==> config.mk <==
export PLATFORM = sky130hd
export DESIGN_NAME = instq_mw_flat
export DESIGN_NICKNAME = d
export VERILOG_FILES = /design/src/rtl/instq_mw_if.sv /design/src/rtl/instq_mw.sv /design/src/flat_wrapper.sv
export SDC_FILE = /design/constraint.sdc
export NUM_CORES = 2
export LEC_CHECK = 0
export ABC_AREA = 0
export BUFFER_PORTS_ARGS = -buffer_cell sky130_fd_sc_hd__buf_4
export CAP_MARGIN = 30
export CORE_MARGIN = 2
export CORE_UTILIZATION = 54
export CTS_CLUSTER_SIZE = 28
export DETAILED_ROUTE_END_ITERATION = 10
export GPL_TIMING_DRIVEN = 1
export PLACE_DENSITY = 0.79
export SYNTH_ARGS = -nofsm -noshare
export SYNTH_HDL_FRONTEND = slang
export SYNTH_SLANG_ARGS = --single-unit
==> constraint.sdc <==
create_clock -name clk -period 9.7 [get_ports clk]
set_input_delay 1.94 -clock clk [delete_from_list [all_inputs] [get_ports clk]]
set_output_delay 1.94 -clock clk [all_outputs]
set_load 0.03 [all_outputs]
==> src/rtl/instq_mw_if.sv <==
// Fetch/decode-side bundle for the multi-lane instruction queue, plus the shared entry type.
// The slave modport is the queue's view; the master modport is the fetch/decode side.
package instq_mw_pkg;
    typedef struct packed {
        logic [31:0] pc;
        logic [31:0] pc_next;
        logic [31:0] out_inst;
        logic        prediction;
    } if_id_stage_reg_t;

    localparam logic [6:0] OP_B_BR = 7'b1100011;
endpackage

interface instq_mw_if #(
    parameter int DEPTH = 8,
    parameter int ENQ_W = 2,
    parameter int DEQ_W = 2
);
    import instq_mw_pkg::*;

    localparam int CW = $clog2(DEPTH + 1);

    logic                         flush;
    logic [ENQ_W-1:0]             enq_valid;
    if_id_stage_reg_t [ENQ_W-1:0] enq_entry;
    logic [ENQ_W-1:0]             enq_pred;
    logic                         enq_ready;
    logic [ENQ_W-1:0]             br_is_br;
    logic [ENQ_W-1:0][31:0]       br_pc;
    logic [ENQ_W-1:0][31:0]       br_target;
    logic [DEQ_W-1:0]             deq_valid;
    if_id_stage_reg_t [DEQ_W-1:0] deq_entry;
    logic [DEQ_W-1:0]             deq_ready;
    logic [CW-1:0]                count;
    logic                         empty;
    logic                         full;

    modport slave (
        input  flush, enq_valid, enq_entry, enq_pred, deq_ready,
        output enq_ready, br_is_br, br_pc, br_target,
               deq_valid, deq_entry, count, empty, full
    );

    modport master (
        output flush, enq_valid, enq_entry, enq_pred, deq_ready,
        input  enq_ready, br_is_br, br_pc, br_target,
               deq_valid, deq_entry, count, empty, full
    );
endinterface

==> src/rtl/instq_mw.sv <==
// Multi-lane circular instruction queue, ENQ_W in / DEQ_W show-ahead out, flush on redirect.
// Latency 1 cycle enqueue-to-dequeue; 0 cycles on an empty queue when INSTQ_BYPASS_EN is defined.
// Backpressure: enq_ready credits only the free slots at the current count; deq_ready prefix pops lanes.
module instq_mw
    import instq_mw_pkg::*;
#(
    parameter int DEPTH = 8,
    parameter int ENQ_W = 2,
    parameter int DEQ_W = 2
) (
    input  logic        clk,
    input  logic        rst,
    instq_mw_if.slave   q
);
    localparam int CW = $clog2(DEPTH + 1);
    localparam int PW = (DEPTH > 1) ? $clog2(DEPTH) : 1;

    if_id_stage_reg_t mem_q [DEPTH];
    logic [PW-1:0]    head_q, head_d;
    logic [PW-1:0]    tail_q, tail_d;
    logic [CW-1:0]    count_q, count_d;

    logic                         enq_rdy;
    int                           n_enq, n_deq;
    logic [DEQ_W-1:0]             deq_vld;
    if_id_stage_reg_t [DEQ_W-1:0] deq_dat;
    logic [ENQ_W-1:0]             wr_en;
    logic [ENQ_W-1:0][PW-1:0]     wr_slot;
    if_id_stage_reg_t [ENQ_W-1:0] wr_dat;

    // Explicit wrap compare so non-power-of-two depths stay inside the buffer.
    function automatic logic [PW-1:0] wrap_add(logic [PW-1:0] p, int k);
        int s;
        s = int'(p) + k;
        if (s >= DEPTH) s = s - DEPTH;
        return s[PW-1:0];
    endfunction

    function automatic logic is_prefix(logic [3:0] v);
        return (v & (v + 4'd1)) == 4'd0;
    endfunction

    assign enq_rdy     = (count_q <= CW'(DEPTH - ENQ_W));
    assign q.enq_ready = enq_rdy;
    assign q.count     = count_q;
    assign q.empty     = (count_q == '0);
    assign q.full      = (count_q == CW'(DEPTH));
    assign q.deq_valid = deq_vld;
    assign q.deq_entry = deq_dat;

    always_comb begin
        for (int k = 0; k < ENQ_W; k++) begin
            wr_dat[k]            = q.enq_entry[k];
            wr_dat[k].prediction = q.enq_pred[k];
        end
    end

    for (genvar k = 0; k < ENQ_W; k++) begin : g_br
        logic [31:0] imm;
        assign imm = {{20{q.enq_entry[k].out_inst[31]}}, q.enq_entry[k].out_inst[7],
                      q.enq_entry[k].out_inst[30:25], q.enq_entry[k].out_inst[11:8], 1'b0};
        assign q.br_is_br[k]  = (q.enq_entry[k].out_inst[6:0] == OP_B_BR);
        assign q.br_pc[k]     = q.br_is_br[k] ? q.enq_entry[k].pc : 32'd0;
        assign q.br_target[k] = q.br_is_br[k] ? (q.enq_entry[k].pc + imm) : 32'd0;
    end

`ifdef INSTQ_BYPASS_EN
    localparam int BW = (ENQ_W > DEQ_W) ? ENQ_W : DEQ_W;
    logic [BW-1:0]             byp_vld;
    if_id_stage_reg_t [BW-1:0] byp_dat;

    for (genvar k = 0; k < ENQ_W; k++) begin : g_byp
        assign byp_vld[k] = q.enq_valid[k];
        assign byp_dat[k] = wr_dat[k];
    end
    for (genvar k = ENQ_W; k < BW; k++) begin : g_byp_pad
        assign byp_vld[k] = 1'b0;
        assign byp_dat[k] = '0;
    end
`endif

    always_comb begin
        deq_vld = '0;
        deq_dat = '0;
        for (int i = 0; i < DEQ_W; i++) begin
            if (!q.flush) begin
`ifdef INSTQ_BYPASS_EN
                if (count_q == '0) begin
                    deq_vld[i] = byp_vld[i];
                    if (byp_vld[i]) deq_dat[i] = byp_dat[i];
                end else if (int'(count_q) > i) begin
                    deq_vld[i] = 1'b1;
                    deq_dat[i] = mem_q[wrap_add(head_q, i)];
                end
`else
                if (int'(count_q) > i) begin
                    deq_vld[i] = 1'b1;
                    deq_dat[i] = mem_q[wrap_add(head_q, i)];
                end
`endif
            end
        end
        n_deq = $countones(deq_vld & q.deq_ready);
    end

    always_comb begin
        n_enq   = enq_rdy ? $countones(q.enq_valid) : 0;
        head_d  = wrap_add(head_q, n_deq);
        tail_d  = wrap_add(tail_q, n_enq);
        count_d = CW'(int'(count_q) + n_enq - n_deq);
        for (int k = 0; k < ENQ_W; k++) begin
            wr_slot[k] = wrap_add(tail_q, k);
            wr_en[k]   = enq_rdy && q.enq_valid[k] && !rst && !q.flush;
`ifdef INSTQ_BYPASS_EN
            // Lanes consumed straight from the enqueue side never occupy a slot.
            if (count_q == '0 && k < n_deq) wr_en[k] = 1'b0;
`endif
        end
    end

    always_ff @(posedge clk) begin
        if (rst || q.flush) begin
            head_q  <= '0;
            tail_q  <= '0;
            count_q <= '0;
        end else begin
            head_q  <= head_d;
            tail_q  <= tail_d;
            count_q <= count_d;
        end
    end

    always_ff @(posedge clk) begin
        for (int k = 0; k < ENQ_W; k++) begin
            if (wr_en[k]) mem_q[wr_slot[k]] <= wr_dat[k];
        end
    end

    a_enq_prefix: assert property (@(posedge clk) disable iff (rst) is_prefix(4'(q.enq_valid)));
    a_deq_prefix: assert property (@(posedge clk) disable iff (rst) is_prefix(4'(q.deq_ready)));
endmodule

==> src/flat_wrapper.sv <==
// flat-port wrapper written by rule: the top's interface ports become plain ports
module instq_mw_flat import instq_mw_pkg::*;
#(
    parameter int DEPTH = 8,
    parameter int ENQ_W = 2,
    parameter int DEQ_W = 2
)
  (clk, rst, q_flush, q_enq_valid, q_enq_entry, q_enq_pred, q_deq_ready, q_enq_ready, q_br_is_br, q_br_pc, q_br_target, q_deq_valid, q_deq_entry, q_count, q_empty, q_full);
  instq_mw_if #(.DEPTH(DEPTH), .ENQ_W(ENQ_W), .DEQ_W(DEQ_W)) q_i ();
  input  logic clk;
  input  logic rst;
  input wire logic [$bits(q_i.flush)-1:0] q_flush;
  input wire logic [$bits(q_i.enq_valid)-1:0] q_enq_valid;
  input wire logic [$bits(q_i.enq_entry)-1:0] q_enq_entry;
  input wire logic [$bits(q_i.enq_pred)-1:0] q_enq_pred;
  input wire logic [$bits(q_i.deq_ready)-1:0] q_deq_ready;
  output wire logic [$bits(q_i.enq_ready)-1:0] q_enq_ready;
  output wire logic [$bits(q_i.br_is_br)-1:0] q_br_is_br;
  output wire logic [$bits(q_i.br_pc)-1:0] q_br_pc;
  output wire logic [$bits(q_i.br_target)-1:0] q_br_target;
  output wire logic [$bits(q_i.deq_valid)-1:0] q_deq_valid;
  output wire logic [$bits(q_i.deq_entry)-1:0] q_deq_entry;
  output wire logic [$bits(q_i.count)-1:0] q_count;
  output wire logic [$bits(q_i.empty)-1:0] q_empty;
  output wire logic [$bits(q_i.full)-1:0] q_full;
  assign q_i.flush = q_flush;
  assign q_i.enq_valid = q_enq_valid;
  assign q_i.enq_entry = q_enq_entry;
  assign q_i.enq_pred = q_enq_pred;
  assign q_i.deq_ready = q_deq_ready;
  assign q_enq_ready = q_i.enq_ready;
  assign q_br_is_br = q_i.br_is_br;
  assign q_br_pc = q_i.br_pc;
  assign q_br_target = q_i.br_target;
  assign q_deq_valid = q_i.deq_valid;
  assign q_deq_entry = q_i.deq_entry;
  assign q_count = q_i.count;
  assign q_empty = q_i.empty;
  assign q_full = q_i.full;
  instq_mw #(.DEPTH(DEPTH), .ENQ_W(ENQ_W), .DEQ_W(DEQ_W)) u_core (.clk(clk), .rst(rst), .q(q_i));
endmodule
# --- Word level (Yosys, flattened, before mapping) ---
# Memory sizes are Yosys's and may differ from the RTL's.
# Index checks and enable logic that the tools add are counted.
# Widths: inputs -> output; s select.
classes:
  addsub: 16
  n_lt_le_gt_ge: 9
  eq_ne: 3
  muxes: 27
  n_bitwise: 1
  reduce_logical: 10
ops:
  columns: ["op", "n"]
  rows:
  - ["$mux 97", 4]
  - ["$mux 32", 4]
  - ["$add 32x32->32", 2]
  - ["$ge 32x5->1 const B", 2]
  - ["$add 4x32->32", 1]
  - ["$mux 3", 10]
  - ["$sub 3x1->3 const B", 6]
  - ["$eq 7x7->1 const B", 2]
  - ["$add 3x1->4 const B", 2]
  - ["$ge 3x4->1 const B", 2]
  - ["$ge 4x4->1 const B", 2]
  - ["$gt 4x1->1 const B", 2]
  - ["$mux 1", 8]
  - ["$logic_and 1x1->1", 6]
  - ["$add 1x1->2", 2]
  - ["$add 3x2->4", 1]
  - ["$add 4x4->4", 1]
  - ["$eq 4x4->1 const B", 1]
  - ["$le 4x3->1 const B", 1]
  - ["$logic_not 4->1", 1]
  - ["$sub 4x4->4", 1]
  - ["$and 2x2->2", 1]
  - ["$logic_not 1->1", 2]
  - ["$mux 2", 1]
  - ["$logic_or 1x1->1", 1]
word_totals:
  ff_bits: 10
  ramBits: 776
  in_bits: 203
  word_cells: 70
  n_memories: 1
memory_table:
  columns: ["memory", "words", "width", "read_ports", "rd_clocked_by_memory_dff", "wr", "line_no", "source"]
  rows:
  - ["u_core.mem_q", 8, 97, 2, 0, 2, "instq_mw.sv:18", "if_id_stage_reg_t mem_q [DEPTH];"]

# --- Longest topological paths before layout ---
depth:
  ltp_word: 8
  depth_mapped: 17
  mapped_depth_nobuf: 15

# --- Worst setup path after synthesis ---
# No wires, ideal clock.
synth_path:
  path_kind: "input -> register"
  from: "input q_flush"
  to: "memory u_core.mem_q[2][0] (netlist name), enable pin"
  arrival_time_ps: 9573
  required_time_ps: 9004
  slack_ps: -568
  path_stages: 3
  n_path_buf: 0
  path_cell_list: "nor2_1 nand4_1 o31ai_1"
synth_rtl:
  columns: ["element", "line_no", "source"]
  rows:
  - ["start, declared", "flat_wrapper.sv:12", "input wire logic [$bits(q_i.flush)-1:0] q_flush;"]
  - ["end, declared", "instq_mw.sv:18", null]

# --- Worst setup path in the final report ---
layout_path:
  from: "input q_enq_entry[163]"
  to: "output q_br_target[57]"
layout_between:
  elab_chain_cells: 2
layout_rtl:
  columns: ["element", "line_no", "source"]
  rows:
  - ["start, declared", "flat_wrapper.sv:14", "input wire logic [$bits(q_i.enq_entry)-1:0] q_enq_entry;"]
  - ["$add 32x32->32", "instq_mw.sv:64", "assign q.br_target[k] = q.br_is_br[k] ? (q.enq_entry[k].pc + imm) : 32'd0;"]
  - ["$mux 32", "instq_mw.sv:64", null]
  - ["end, declared", "flat_wrapper.sv:20", "output wire logic [$bits(q_i.br_target)-1:0] q_br_target;"]
# No other way between the ends.

==> results.cfg <==
[cts]
holdBufCountCts = 0
htreeDepth = 3
path_clk_slew_ns = 0.06
cts-root-buf = clkbuf_16
clock_path_buffers = 3
cts_buffers = 85
cts_setup_buffers = 0
cts_tree = done
insertion_delay_ns = 0.64
cts.repair.resized = 0
cts.sinks = 786

[critical_path]
path_class = in2out
path_max_fanout = 10
end_kind = output pin
r2r_cells = 6
startpoint_type = input port
required_ns = 7.76
critPathArrivalTime_ns = 5.40

[placed_design]
gp_congestion = 0.914
dpl_worst_slack_ns = 2.55
placed_cell_area_um2 = 54500
dpl.hpwl_um = 92600
port-buffer-count = 533
dp_cells = 4888

[power_and_ir_drop]
vdd_ir_drop_max_mv = 0.198
power.total_mw = 10.5
power.leakage_nw = 19.5
power.density_nw_per_um2 = 184

[synthesis]
synth-edff-count = 776
syn_inst = 3396
postSynth.asyncResetShare = 0
ys_seq_area_frac = 0.477
ys_types = 72
synth.largest_area_cell = edfxtp_1
synth_top_area_frac = 0.473
synthFlopType = edfxtp_1
avgSynthCellArea_um2 = 14.5
syn_area_um2 = 49300
ys_seq_elements = 786
synth_area_leaders = edfxtp_1, mux4_2, mux2_2
yosysWarnings = 0
synth.net_count = 3678

[outcome]
status = complete, no violations

[floorplan]
initial_core_util = 0.546
die_h_um = 306
ios = 536
core_um2 = 90300
die_w_um = 306
rows = 110
die_area_um2 = 93700

[finish]
fin_area_um2 = 57200
seq_area_um2 = 23500
drive_gt1_frac = 0.491
n_fill_cell = 6621
final_cell_mix = edfxtp_1, mux2_2, buf_4
syn_to_final_growth_pct = 16.0
final_cells = 5058
layout.nets = 4086
multi_input_area_um2 = 24800
post-route-util = 0.634
final_common_cell = edfxtp_1

[timing]
fmax_mhz = 136
hold_slack_ns = 0.694
setup_slack_ns = 2.36
report.final.slew_viol_count = 0
setup_viol = 0
layout_worst_path_cycle_share = 0.757
worstMarginPinSlew_ns = 1.08
tns_ns = 0
skew_ns = 0.0140
rsz0062_at_grt = no
finalHoldViolations = 0
period_minus_slack_ns = 7.34
relSlewSlack = 0.282

[grt]
grt_antenna_before_repair = 12
grt_pass1_vias = 34600
grt_max_degree = 127
grt_overflow = 0
track_usage = 0.329
grt_pass1_wl_um = 227000

[detailed_routing]
vias = 34200
drt-total-wl_um = 157000
antenna_left = 0
via_per_inst = 6.77
routedWlPerCell_um = 31.0
drt_first_pass_iters = 7
drc = 0
drt_iter0_markers = 3837

[hold_path]
hold_class = reg2reg
hold_path_depth = 3

[flow_run]
max-cap-violations = 0
==> path summary, 6_finish.rpt <==
| check | start | to | slack (ns) |
|---|---|---|---|
| max | q_enq_entry[163] | q_br_target[57] | 2.36 |
| min | u_core.tail_q[1] | u_core.tail_q[1] | 0.69 |
| max reg2reg | u_core.tail_q[0] | u_core.mem_q[7][57] | 5.63 |
| min reg2reg | u_core.tail_q[1] | u_core.tail_q[1] | 0.69 |
==> critical path: stages <==
cell,delay [ns]
buf_4,0.22
ha_1,0.23
fa_1,0.23
a21oi_1,0.12
o211ai_1,0.72
a211oi_1,0.16
o31a_1,0.37
a2111oi_0,0.66
nor3_1,0.09
nor3_1,0.41
buf_4,0.25
==> registers in the layout, summed over array words and instances, names as in the netlist <==
name / cells
u_core.head_q: 3
u_core.mem_q: 776
u_core.q.count: 4
u_core.tail_q: 3
==> where the power goes <==
| group | switching [mW] | leakage [nW] | internal [mW] |
|---|---|---|---|
| Sequential | 0.0624 | 7.09 | 3.85 |
| Clock | 1.37 | 1.27 | 1.74 |
| Combinational | 2.10 | 11.2 | 1.40 |
| Total | 3.53 | 19.5 | 6.99 |
==> cell type report <==
cell class                      instances  area share
Timing Repair Buffer                  591      0.0825
Clock inverter                         44     0.00588
Tap cell                             1176      0.0257
Clock buffer                          113      0.0394
Multi-Input combinational cell       2305       0.433
Sequential cell                       786       0.411
Inverter                               35     0.00230
Antenna cell                            8    0.000350
==> per-layer routing <==
layer,part of all wire,global-route usage,wire length [um],vias to the layer above
li1,-,-,-,14300
met1,0.38,0.427,59000,17600
met2,0.49,0.547,76300,1986
met3,0.096,0.0656,15000,366
met4,0.042,0.135,6550,8
met5,0.00033,0,51,-
==> kinds of logic after synthesis <==
family,share of synthesized area
flops,0.477
buf+inv,0.0252
simple gates,0.0544
xor+xnor,0.00799
fa+ha+maj,0.0210
mux,0.376
compound gates,0.0387
==> cells in the mapped netlist (15+ instances only) <==
cell and instances:
a211oi_1 15, a21o_1 26, a21oi_1 171, and2_1 79
buf_1 63, buf_2 66, clkbuf_1 136, edfxtp_1 776
ha_1 73, inv_1 35, mux2_2 774, mux2i_1 103
mux4_2 388, nand2_1 252, nand4_1 17, nor2_1 165
nor3_1 25, o21ai_0 41, xnor2_1 26, xor2_1 19
Power figures use the tool's default switching activity.
